**config.mk**
```make
export PLATFORM = sky130hd
export DESIGN_NAME = iccm_arbiter
export DESIGN_NICKNAME = d
export VERILOG_FILES = /design/src/rtl/iccm_arb_pkg.sv /design/src/rtl/iccm_wbuf.sv /design/src/rtl/iccm_arbiter.sv
export SDC_FILE = /design/constraint.sdc
export NUM_CORES = 1
export LEC_CHECK = 0
export CORE_MARGIN = 3
export CORE_UTILIZATION = 68
export DETAILED_ROUTE_END_ITERATION = 8
export DONT_BUFFER_PORTS = 1
export PLACE_DENSITY = 0.92
export SLEW_MARGIN = 20
export SYNTH_ARGS = -nofsm -noshare
export SYNTH_HDL_FRONTEND = slang
export SYNTH_SLANG_ARGS = --single-unit
export TNS_END_PERCENT = 20
```
**constraint.sdc**
```tcl
create_clock -name clk_i -period 7.95 [get_ports clk_i]
set_input_delay 0.795 -clock clk_i [delete_from_list [all_inputs] [get_ports clk_i]]
set_output_delay 0.795 -clock clk_i [all_outputs]
set_load 0.05 [all_outputs]
```
**src/rtl/iccm_arb_pkg.sv**
```systemverilog
// Shared types and default sizing for the ICCM arbiter and its write buffer.
package iccm_arb_pkg;
    localparam int ICCM_AW         = 12;
    localparam int ICCM_DW         = 32;
    localparam int ICCM_WBUF_DEPTH = 4;

    typedef enum logic [1:0] {
        RUN   = 2'd0,
        PROG  = 2'd1,
        FLUSH = 2'd2
    } arb_state_e;

    typedef struct packed {
        logic [ICCM_AW-1:0] addr;
        logic [ICCM_DW-1:0] data;
    } wbuf_entry_t;
endpackage

```
**src/rtl/iccm_wbuf.sv**
```systemverilog
// Programmer write FIFO; exposes which valid entries match a probe address.
module iccm_wbuf
    import iccm_arb_pkg::*;
#(
    parameter int AW    = ICCM_AW,
    parameter int DW    = ICCM_DW,
    parameter int DEPTH = ICCM_WBUF_DEPTH
) (
    input  logic             clk,
    input  logic             rst_n,
    input  logic             push,
    input  logic [AW-1:0]    push_addr,
    input  logic [DW-1:0]    push_data,
    input  logic             pop,
    input  logic [AW-1:0]    match_addr,
    output logic [AW-1:0]    head_addr,
    output logic [DW-1:0]    head_data,
    output logic             full,
    output logic             empty,
    output logic [DEPTH-1:0] match_vec
);
    localparam int PW = $clog2(DEPTH);

    logic [AW-1:0] addr_q [DEPTH];
    logic [DW-1:0] data_q [DEPTH];
    logic [PW-1:0] wptr, rptr;
    logic [PW:0]   count;
    logic          do_push, do_pop;

    assign full    = (count == (PW+1)'(DEPTH));
    assign empty   = (count == '0);
    assign do_pop  = pop & ~empty;
    assign do_push = push & (~full | do_pop);

    always_ff @(posedge clk or negedge rst_n) begin
        if (!rst_n) begin
            wptr  <= '0;
            rptr  <= '0;
            count <= '0;
        end else begin
            if (do_push) wptr <= wptr + 1'b1;
            if (do_pop)  rptr <= rptr + 1'b1;
            case ({do_push, do_pop})
                2'b10:   count <= count + 1'b1;
                2'b01:   count <= count - 1'b1;
                default: ;
            endcase
        end
    end

    // Storage needs no reset: every consumer is qualified by count.
    always_ff @(posedge clk) begin
        if (do_push) begin
            addr_q[wptr] <= push_addr;
            data_q[wptr] <= push_data;
        end
    end

    assign head_addr = addr_q[rptr];
    assign head_data = data_q[rptr];

    for (genvar i = 0; i < DEPTH; i++) begin : g_match
        logic [PW-1:0] off;
        assign off          = PW'(i) - rptr;
        assign match_vec[i] = ({1'b0, off} < count) && (addr_q[i] == match_addr);
    end
endmodule

```
**src/rtl/iccm_arbiter.sv**
```systemverilog
// Shares the single-port ICCM between the boot-programmer write stream and
// instruction fetch reads, with starvation protection and RAW hazard stalls.
module iccm_arbiter
    import iccm_arb_pkg::*;
#(
    parameter int AW          = ICCM_AW,
    parameter int DW          = ICCM_DW,
    parameter int WBUF_DEPTH  = ICCM_WBUF_DEPTH,
    parameter int MAX_RD_WINS = 8
) (
    input  logic          clk_i,
    input  logic          rst_ni,
    input  logic          prog_mode_i,
    input  logic          wr_req_i,
    input  logic [AW-1:0] wr_addr_i,
    input  logic [DW-1:0] wr_data_i,
    output logic          wr_gnt_o,
    input  logic          rd_req_i,
    input  logic [AW-1:0] rd_addr_i,
    output logic          rd_gnt_o,
    output logic          rd_rvalid_o,
    output logic [DW-1:0] rd_rdata_o,
    output logic          mem_req_o,
    output logic          mem_we_o,
    output logic [AW-1:0] mem_addr_o,
    output logic [DW-1:0] mem_wdata_o,
    output logic [3:0]    mem_wmask_o,
    input  logic [DW-1:0] mem_rdata_i,
    input  logic          mem_rvalid_i,
    output logic          wbuf_empty_o,
    output logic          prog_done_o
);
    localparam int CW = $clog2(MAX_RD_WINS + 1);

    arb_state_e          state, state_nxt;
    logic [CW-1:0]       starve;
    logic                wb_full, wb_empty;
    logic [AW-1:0]       head_addr;
    logic [DW-1:0]       head_data;
    logic [WBUF_DEPTH-1:0] hit_vec;
    logic                rd_elig, wr_pend, wr_prio, rd_issue, wr_issue;

    iccm_wbuf #(.AW(AW), .DW(DW), .DEPTH(WBUF_DEPTH)) u_wbuf (
        .clk        (clk_i),
        .rst_n      (rst_ni),
        .push       (wr_gnt_o),
        .push_addr  (wr_addr_i),
        .push_data  (wr_data_i),
        .pop        (wr_issue),
        .match_addr (rd_addr_i),
        .head_addr  (head_addr),
        .head_data  (head_data),
        .full       (wb_full),
        .empty      (wb_empty),
        .match_vec  (hit_vec)
    );

    assign wr_gnt_o = wr_req_i & ~wb_full;

    // A read to an address still sitting in the buffer waits for it to drain.
    assign rd_elig  = rd_req_i & (state == RUN) & ~|hit_vec;
    assign wr_pend  = ~wb_empty;
    assign wr_prio  = wb_full | (starve >= CW'(MAX_RD_WINS));
    assign rd_issue = rd_elig & ~(wr_pend & wr_prio);
    assign wr_issue = wr_pend & ~rd_issue;

    assign rd_gnt_o    = rd_issue;
    assign mem_req_o   = rd_issue | wr_issue;
    assign mem_we_o    = wr_issue;
    assign mem_addr_o  = wr_issue ? head_addr : (rd_issue ? rd_addr_i : '0);
    assign mem_wdata_o = wr_issue ? head_data : '0;
    assign mem_wmask_o = {4{wr_issue}};

    assign rd_rvalid_o  = mem_rvalid_i;
    assign rd_rdata_o   = mem_rdata_i;
    assign wbuf_empty_o = wb_empty;

    always_ff @(posedge clk_i or negedge rst_ni) begin
        if (!rst_ni)
            starve <= '0;
        else if (wr_issue)
            starve <= '0;
        else if (rd_issue && wr_pend && starve != CW'(MAX_RD_WINS))
            starve <= starve + 1'b1;
    end

    always_comb begin
        state_nxt   = state;
        prog_done_o = 1'b0;
        case (state)
            RUN:   if (prog_mode_i) state_nxt = PROG;
            PROG:  if (!prog_mode_i) state_nxt = FLUSH;
            FLUSH: begin
                if (prog_mode_i) begin
                    state_nxt = PROG;
                end else if (wb_empty && !wr_issue) begin
                    state_nxt   = RUN;
                    prog_done_o = 1'b1;
                end
            end
            default: state_nxt = RUN;
        endcase
    end

    always_ff @(posedge clk_i or negedge rst_ni) begin
        if (!rst_ni) state <= RUN;
        else         state <= state_nxt;
    end
endmodule

```
## Word level (Yosys, flattened, before mapping)

Memories as Yosys holds them, arrays and structs flattened.
Cells that the tools add are included.

| cells by class | value |
|---|---|
| add/sub/neg operators | 9 |
| $mul | 0 |
| divide/modulo/power cells | 0 |
| $lt $le $gt $ge | 5 |
| equality and inequality tests | 13 |
| shifts and indexed selects | 0 |
| mux-type cells | 16 |
| bitwise operators | 15 |
| reduce and logical (&&, ||, !) cells | 15 |

Operator list:

| kind | count |
|---|---|
| == test 12 bit | 4 |
| two-way mux 32 bit | 1 |
| two-way mux 12 bit | 2 |
| less-than comparator 2 x 3 -> 1 bit | 4 |
| bitwise AND 1 bit | 8 |
| two-way mux 2 bit | 4 |
| two-way mux 4 bit | 2 |
| logical AND 1 bit | 7 |
| one-hot mux 2 bit (3 select lines) | 1 |
| one-hot mux 3 bit (2 select lines) | 1 |
| two-way mux 1 bit | 5 |
| adder 2 x 1 -> 2 bit, second input constant | 2 |
| adder 4 x 1 -> 4 bit, second input constant | 1 |
| == test 2 x 1 -> 1 bit, second input constant | 2 |
| == test 2 bit, second input constant | 2 |
| greater-or-equal comparator 4 bit, second input constant | 1 |
| != test 2 bit, second input constant | 2 |
| != test 4 bit, second input constant | 1 |
| inverter 1 bit | 4 |
| nonzero test 2 bit | 2 |
| OR reduction 4 bit | 1 |
| subtractor 1 x 2 -> 2 bit, first input constant | 2 |
| subtractor 2 bit, first input constant | 2 |
| adder 3 x 1 -> 3 bit, second input constant | 1 |
| other kinds (8) | 11 |

| storage, ports and cells | value |
|---|---|
| flip-flop bits (word level) | 13 |
| latch bits | 0 |
| bits in writable memories | 176 |
| bits in read-only memories | 0 |
| input bits | 94 |
| output and inout bits | 87 |
| logic and storage cells | 80 |
| memories kept | 2 |

Memory list:

| name | words | width | rd ports | clocked after Yosys merged registers in | wr ports | line | text |
|---|---|---|---|---|---|---|---|
| u_wbuf.data_q | 4 | 32 | 1 | 0 | 1 | iccm_wbuf.sv:25 | `logic [DW-1:0] data_q [DEPTH];` |
| u_wbuf.addr_q | 4 | 12 | 5 | 0 | 1 | iccm_wbuf.sv:24 | `logic [AW-1:0] addr_q [DEPTH];` |

## Depth between registers and ports, before layout

| depth | value |
|---|---|
| depth in word-level cells | 14 |
| mapped depth | 17 |
| mapped depth without buffers | 13 |

## Hierarchy

A second synthesis with hierarchy kept.

| unflattened totals | value |
|---|---|
| cells, all modules | 499 |
| area total of the unflattened synthesis | 8583.2 um2 |

Modules (own cells, without submodules):

| module | times used | cells an instance | area an instance (um2) | seq. area each (um2) |
|---|---|---|---|---|
| iccm_wbuf | 1 | 374 | 7576.0 | 5460.2 |
| iccm_arbiter | 1 | 125 | 1007.2 | 150.1 |

## Worst setup path before layout

No wires, ideal clock.

| timing | value |
|---|---|
| kind | register -> output |
| start point | reg u_wbuf.rptr[1] |
| end point | out mem_addr_o[10] |
| data arrival time | 3443 ps |
| data required time | 7155 ps |
| setup slack | 3712 ps |
| stages on the path, launching flop included | 12 |
| path buffers | 3 |
| cell sequence | dfrtp_1 clkbuf_1 buf_1 xnor2_1 inv_1 ha_1 a21oi_1 o211ai_1 o22ai_4 nor3_4 buf_12 mux2i_1 |

| between the ends | value |
|---|---|
| longest elaborated chain between the ends | 10 |
| elaborated cells on any way between the ends | 21 |
| classes of those cells | add/sub (4); order compare (4); mux (2); bitwise (4); reduce/logical (6); memory (1) |

RTL lines:

| what | line | text |
|---|---|---|
| from (decl) | iccm_wbuf.sv:26 | `logic [PW-1:0] wptr, rptr;` |
| from (signal assigned) | iccm_wbuf.sv:42 | `if (do_pop) rptr <= rptr + 1'b1;` |
| subtractor 1 x 2 -> 2 bit or subtractor 2 bit (tied branches) | iccm_wbuf.sv:64 | `assign off = PW'(i) - rptr;` |
| less-than comparator 2 x 3 -> 1 bit | iccm_wbuf.sv:65 | `assign match_vec[i] = ({1'b0, off} < count) && (addr_q[i] == match_addr);` |
| logical AND 1 bit | iccm_wbuf.sv:65 |  |
| OR reduction 4 bit (*) | iccm_arbiter.sv:61 | `assign rd_elig = rd_req_i & (state == RUN) & ~\|hit_vec;` |
| zero test 1 bit (*) | iccm_arbiter.sv:61 |  |
| bitwise AND 1 bit (*) | iccm_arbiter.sv:61 |  |
| bitwise AND 1 bit (*) | iccm_arbiter.sv:64 | `assign rd_issue = rd_elig & ~(wr_pend & wr_prio);` |
| net rd_gnt_o | iccm_arbiter.sv:20 | `output logic rd_gnt_o,` |
| inverter 1 bit | iccm_arbiter.sv:65 | `assign wr_issue = wr_pend & ~rd_issue;` |
| bitwise AND 1 bit | iccm_arbiter.sv:65 |  |
| two-way mux 12 bit (*) | iccm_arbiter.sv:70 | `assign mem_addr_o = wr_issue ? head_addr : (rd_issue ? rd_addr_i : '0);` |
| to (decl) | iccm_arbiter.sv:25 | `output logic [AW-1:0] mem_addr_o,` |

The timed path passes the listed nets; every way through them passes the cells marked *.

## Final worst setup path

| timing | value |
|---|---|
| start point | reg u_wbuf.rptr[0] |
| end point | out mem_addr_o[4] |

| between the ends | value |
|---|---|
| longest elaborated chain between the ends | 10 |
| elaborated cells on any way between the ends | 21 |
| classes of those cells | add/sub (4); order compare (4); mux (2); bitwise (4); reduce/logical (6); memory (1) |

RTL lines:

| what | line |
|---|---|
| subtractor 1 x 2 -> 2 bit or subtractor 2 bit (tied branches) | iccm_wbuf.sv:64 |
| less-than comparator 2 x 3 -> 1 bit | iccm_wbuf.sv:65 |
| logical AND 1 bit | iccm_wbuf.sv:65 |
| OR reduction 4 bit | iccm_arbiter.sv:61 |
| zero test 1 bit | iccm_arbiter.sv:61 |
| bitwise AND 1 bit | iccm_arbiter.sv:61 |
| bitwise AND 1 bit | iccm_arbiter.sv:64 |
| inverter 1 bit | iccm_arbiter.sv:65 |
| bitwise AND 1 bit | iccm_arbiter.sv:65 |
| two-way mux 12 bit (*) | iccm_arbiter.sv:70 |

Every way passes the cells marked *; elsewhere a longest branch is shown, timed or not.

==> metrics.md <==
| Metric | Value |
|---|---|
| Top post-synthesis cells by area | edfxtp_1 61%, mux4_2 11%, dfrtp_1 3.8% |
| DIE WIDTH | about 120 um |
| Buf+Inv Stages, Crit Path | 2 |
| Most frequent cells in the layout | 176 x edfxtp_1, 44 x mux4_2, 33 x xor2_1 |
| Vias in the first global route | around 4,500 |
| PortBufs | 0 |
| R2R setup slack | about 3.5 ns |
| Switch share | between 40% and 50% |
| Static Leak | about 3 nW |
| CTS H-tree lvls | 4 |
| Critical path peak fanout | 50 |
| Worst path cell trace | xnor2_1 -> inv_1 -> ha_1 -> a21oi_1 -> o211ai_1 -> o22ai_4 -> nor3_4 -> buf_4 -> mux2i_1 |
| Status | complete, no violations |
| Net Sw Power | 1.63 mW |
| R2R depth | 14 |
| First-pass GRT wire length | about 26,000 um |
| Largest net degree at the start of global routing | 51 |
| Actual slew at the worst max-slew pin | 1.10 ns |
| Peak VDD IR | about 360 uV |
| Setup TNS | 0 ns |
| Post-CTS Setup Bufs | 0 |
| PostCTS Resize Cnt | 0 |
| # nets final | 575 |
| Pwr dens | ~430 nW/um^2 |
| Post-synth ARST share | 6.88% |
| Cell count after synthesis | between 500 and 600 |
| Area leader, netlist | edfxtp_1 |
| CTS hold repair buffers | 0 |
| #FFs+latches synth | around 190 |
| Via density | about 6.4 |
| Number of synthesized flops with an enable pin | about 180 |
| Internal power | ~2.2 mW |
| Clock transition at path regs | roughly 0.07 ns |
| Area Growth Syn to Fin | 4.40% |
| Crit path from | u_wbuf.rptr[0] |
| Commonest non-fill, non-tap cell in the layout | edfxtp_1 |
| Final instance area | 9000 um^2 |
| Synth cell types | 44 |
| WL/cell | roughly 25 um |
| DRC viols | 0 |
| CTS max path bufs | 2 |
| Final worst path period need | roughly 5.0 ns |
| Crit-path max cell delay | around 1.1 ns |
| Die ar. | 14,100 um^2 |
| Routed Antenna Nets | 0 |
| Core area | approximately 12,000 um^2 |
| Fin. Hold Viols | 0 |
| Critical path startpoint category | flop |
| Total wire length | ~17,000 um |
| Mapped Nets | between 600 and 700 |
| Critical R2R Capture | u_wbuf.count[2] |
| Final WS setup | between 2 and 3 ns |
| Layout cells sized above 1 | 21.8% |
| Root Driver | clkbuf_16 |
| Syn. warnings | 0 |
| Rel. slew slack | 24.3% |
| Pre-antenna DRT Iters | 5 |
| Combinational Power Share | approximately 41% |
| Dpl hpwl | approximately 11,000 um |
| Slew Limit Fails | 0 |
| Mean Syn Cell Area | 17.1 um^2 |
| Routability Congestion | between 0.9 and 1 |
| Synth Cell Area | ~8600 um^2 |
| Initial DRC Count | 312 |
| FILL cells | 744 |
| GRT overflow | 0 |
| R2r startpoint | u_wbuf.rptr[0] |
| Synth Flop Type | edfxtp_1 |
| CTS sink count | 189 |
| Max Cap Violations | 0 |
| Reg power frac | around two fifths |
| Hold Crit Class | in2async |
| Worst skew pair latency | ~0.43 ns |
| Finish-stage setup viols | 0 |
| Ports | between 150 and 200 |
| CP Class | reg2out |
| Tot GR Track Use | 25.1% |
| Fin crit share | about 63% |
| Post-synthesis sequential area ratio | about 65% |
| Dpl cell area | approximately 8400 um^2 |
| TritonCTS Buffers | 17 |
| Fmax | approximately 200 MHz |
| DR vias | between 4,000 and 5,000 |
| Num rows | 40 |
| Setup crit end kind | primary output |
| Worst Path Required | between 7 and 8 ns |
| Clock share of power | 20.6% |
| CTS tree | done |
| Clock Skews | roughly 0.012 ns |
| Initial Utilization | between 70% and 80% |
| Die Ht | around 120 um |
| CP top delay family | flip-flops |
| Post-synth top area share | 61.3% |
| RSZ-0062 raised after global routing | false |
| Final Util | 73.7% |
| Worst EP arrival | around 4.2 ns |
| Slowest CP cell | dfrtp_4 |
| Placed cell count | 618 |
| Number of antenna diodes | 0 |
| Final Non-Filler Cells | between 600 and 700 |
| DP Worst Slack | approximately 3.4 ns |
| Initial antenna violation count | 0 |
[Yosys cell counts, types with 4 or more instances]
library cell and instances:
buf_2 9, a21oi_1 4, nand4_1 4, ha_1 11, mux2i_1 12, xor2_1 33
clkbuf_1 6, nor2b_1 32, and3_1 4, nand2_1 19, inv_1 23, dfrtp_1 13
nor2_1 5, buf_4 43, xnor2_1 21, buf_6 6, edfxtp_1 176, nor4_1 6
mux4_2 44
[sequential cells by signal (all words and copies together) (netlist names)]
register / count
u_wbuf.addr_q: 48
u_wbuf.rptr: 2
u_wbuf.data_q: 128
starve: 4
u_wbuf.count: 3
state: 2
u_wbuf.wptr: 2
[cells by family (layout without fill, tap and decap cells)]
| logic type | after synthesis | after routing | share of synthesized area, % |
|---|---|---|---|
| flip-flops | 189 | 189 | 65.1 |
| buffers and inverters | 89 | 66 | 6.59 |
| XOR/XNOR | 55 | 55 | 5.67 |
| AO/OA/AOI/OAI | 19 | 19 | 1.89 |
| AND/OR/NAND/NOR | 83 | 83 | 5.80 |
| multiplexers | 58 | 58 | 13.1 |
| adder cells (fa/ha/maj) | 12 | 12 | 1.83 |
[per-layer routing]
layer | up-vias | global-route usage, % | wire, um | share of wire, %
li1 | 1781 | - | - | -
met1 | 2140 | 30.5 | 6030 | 36
met2 | 205 | 41.2 | 8600 | 52
met3 | 48 | 8.37 | 1410 | 8.5
met4 | 0 | 11.4 | 486 | 2.9
met5 | - | 0 | 0 | 0
[final cells by class]
type	instances	area, um^2	area share [%]
clock buffer	19	433	4.81
timing repair buffer	11	82.6	0.917
sequential	189	5620	62.4
clock inverter	13	119	1.32
multi-input combinational	227	2450	27.3
tap	168	210	2.34
inverter	23	86.3	0.959
[worst max path at each step]
| stage | endpoint | slack (ns) | depth (start not counted) |
|---|---|---|---|
| floorplan | mem_addr_o[10] | 3.71 | 11 |
| global placement | mem_addr_o[4] | 3.44 | 9 |
| detailed placement | mem_wmask_o[0] | 3.36 | 9 |
| CTS | mem_addr_o[2] | 2.85 | 9 |
| global route | mem_addr_o[6] | 2.65 | 9 |
| finish | mem_addr_o[4] | 2.92 | 9 |
[stage by stage]
step,power [mW],hold WS (ns)
2_1_floorplan,2.88,0.484
3_3_place_gp,3.02,0.496
3_5_place_dp,3.06,0.500
4_1_cts,3.86,0.0348
5_1_grt,3.99,0.0303
6_report,3.83,0.0513
[power by group through the flow]
stage / logic [mW] / clock network, mW / registers (mW)
global route: 1.66 / 0.835 / 1.50
finish: 1.57 / 0.790 / 1.47
floorplan: 1.49 / 0 / 1.39
global placement: 1.55 / 0 / 1.47
detailed placement: 1.57 / 0 / 1.49
CTS: 1.59 / 0.799 / 1.48
No activity file was read; power rests on OpenSTA's default activity.
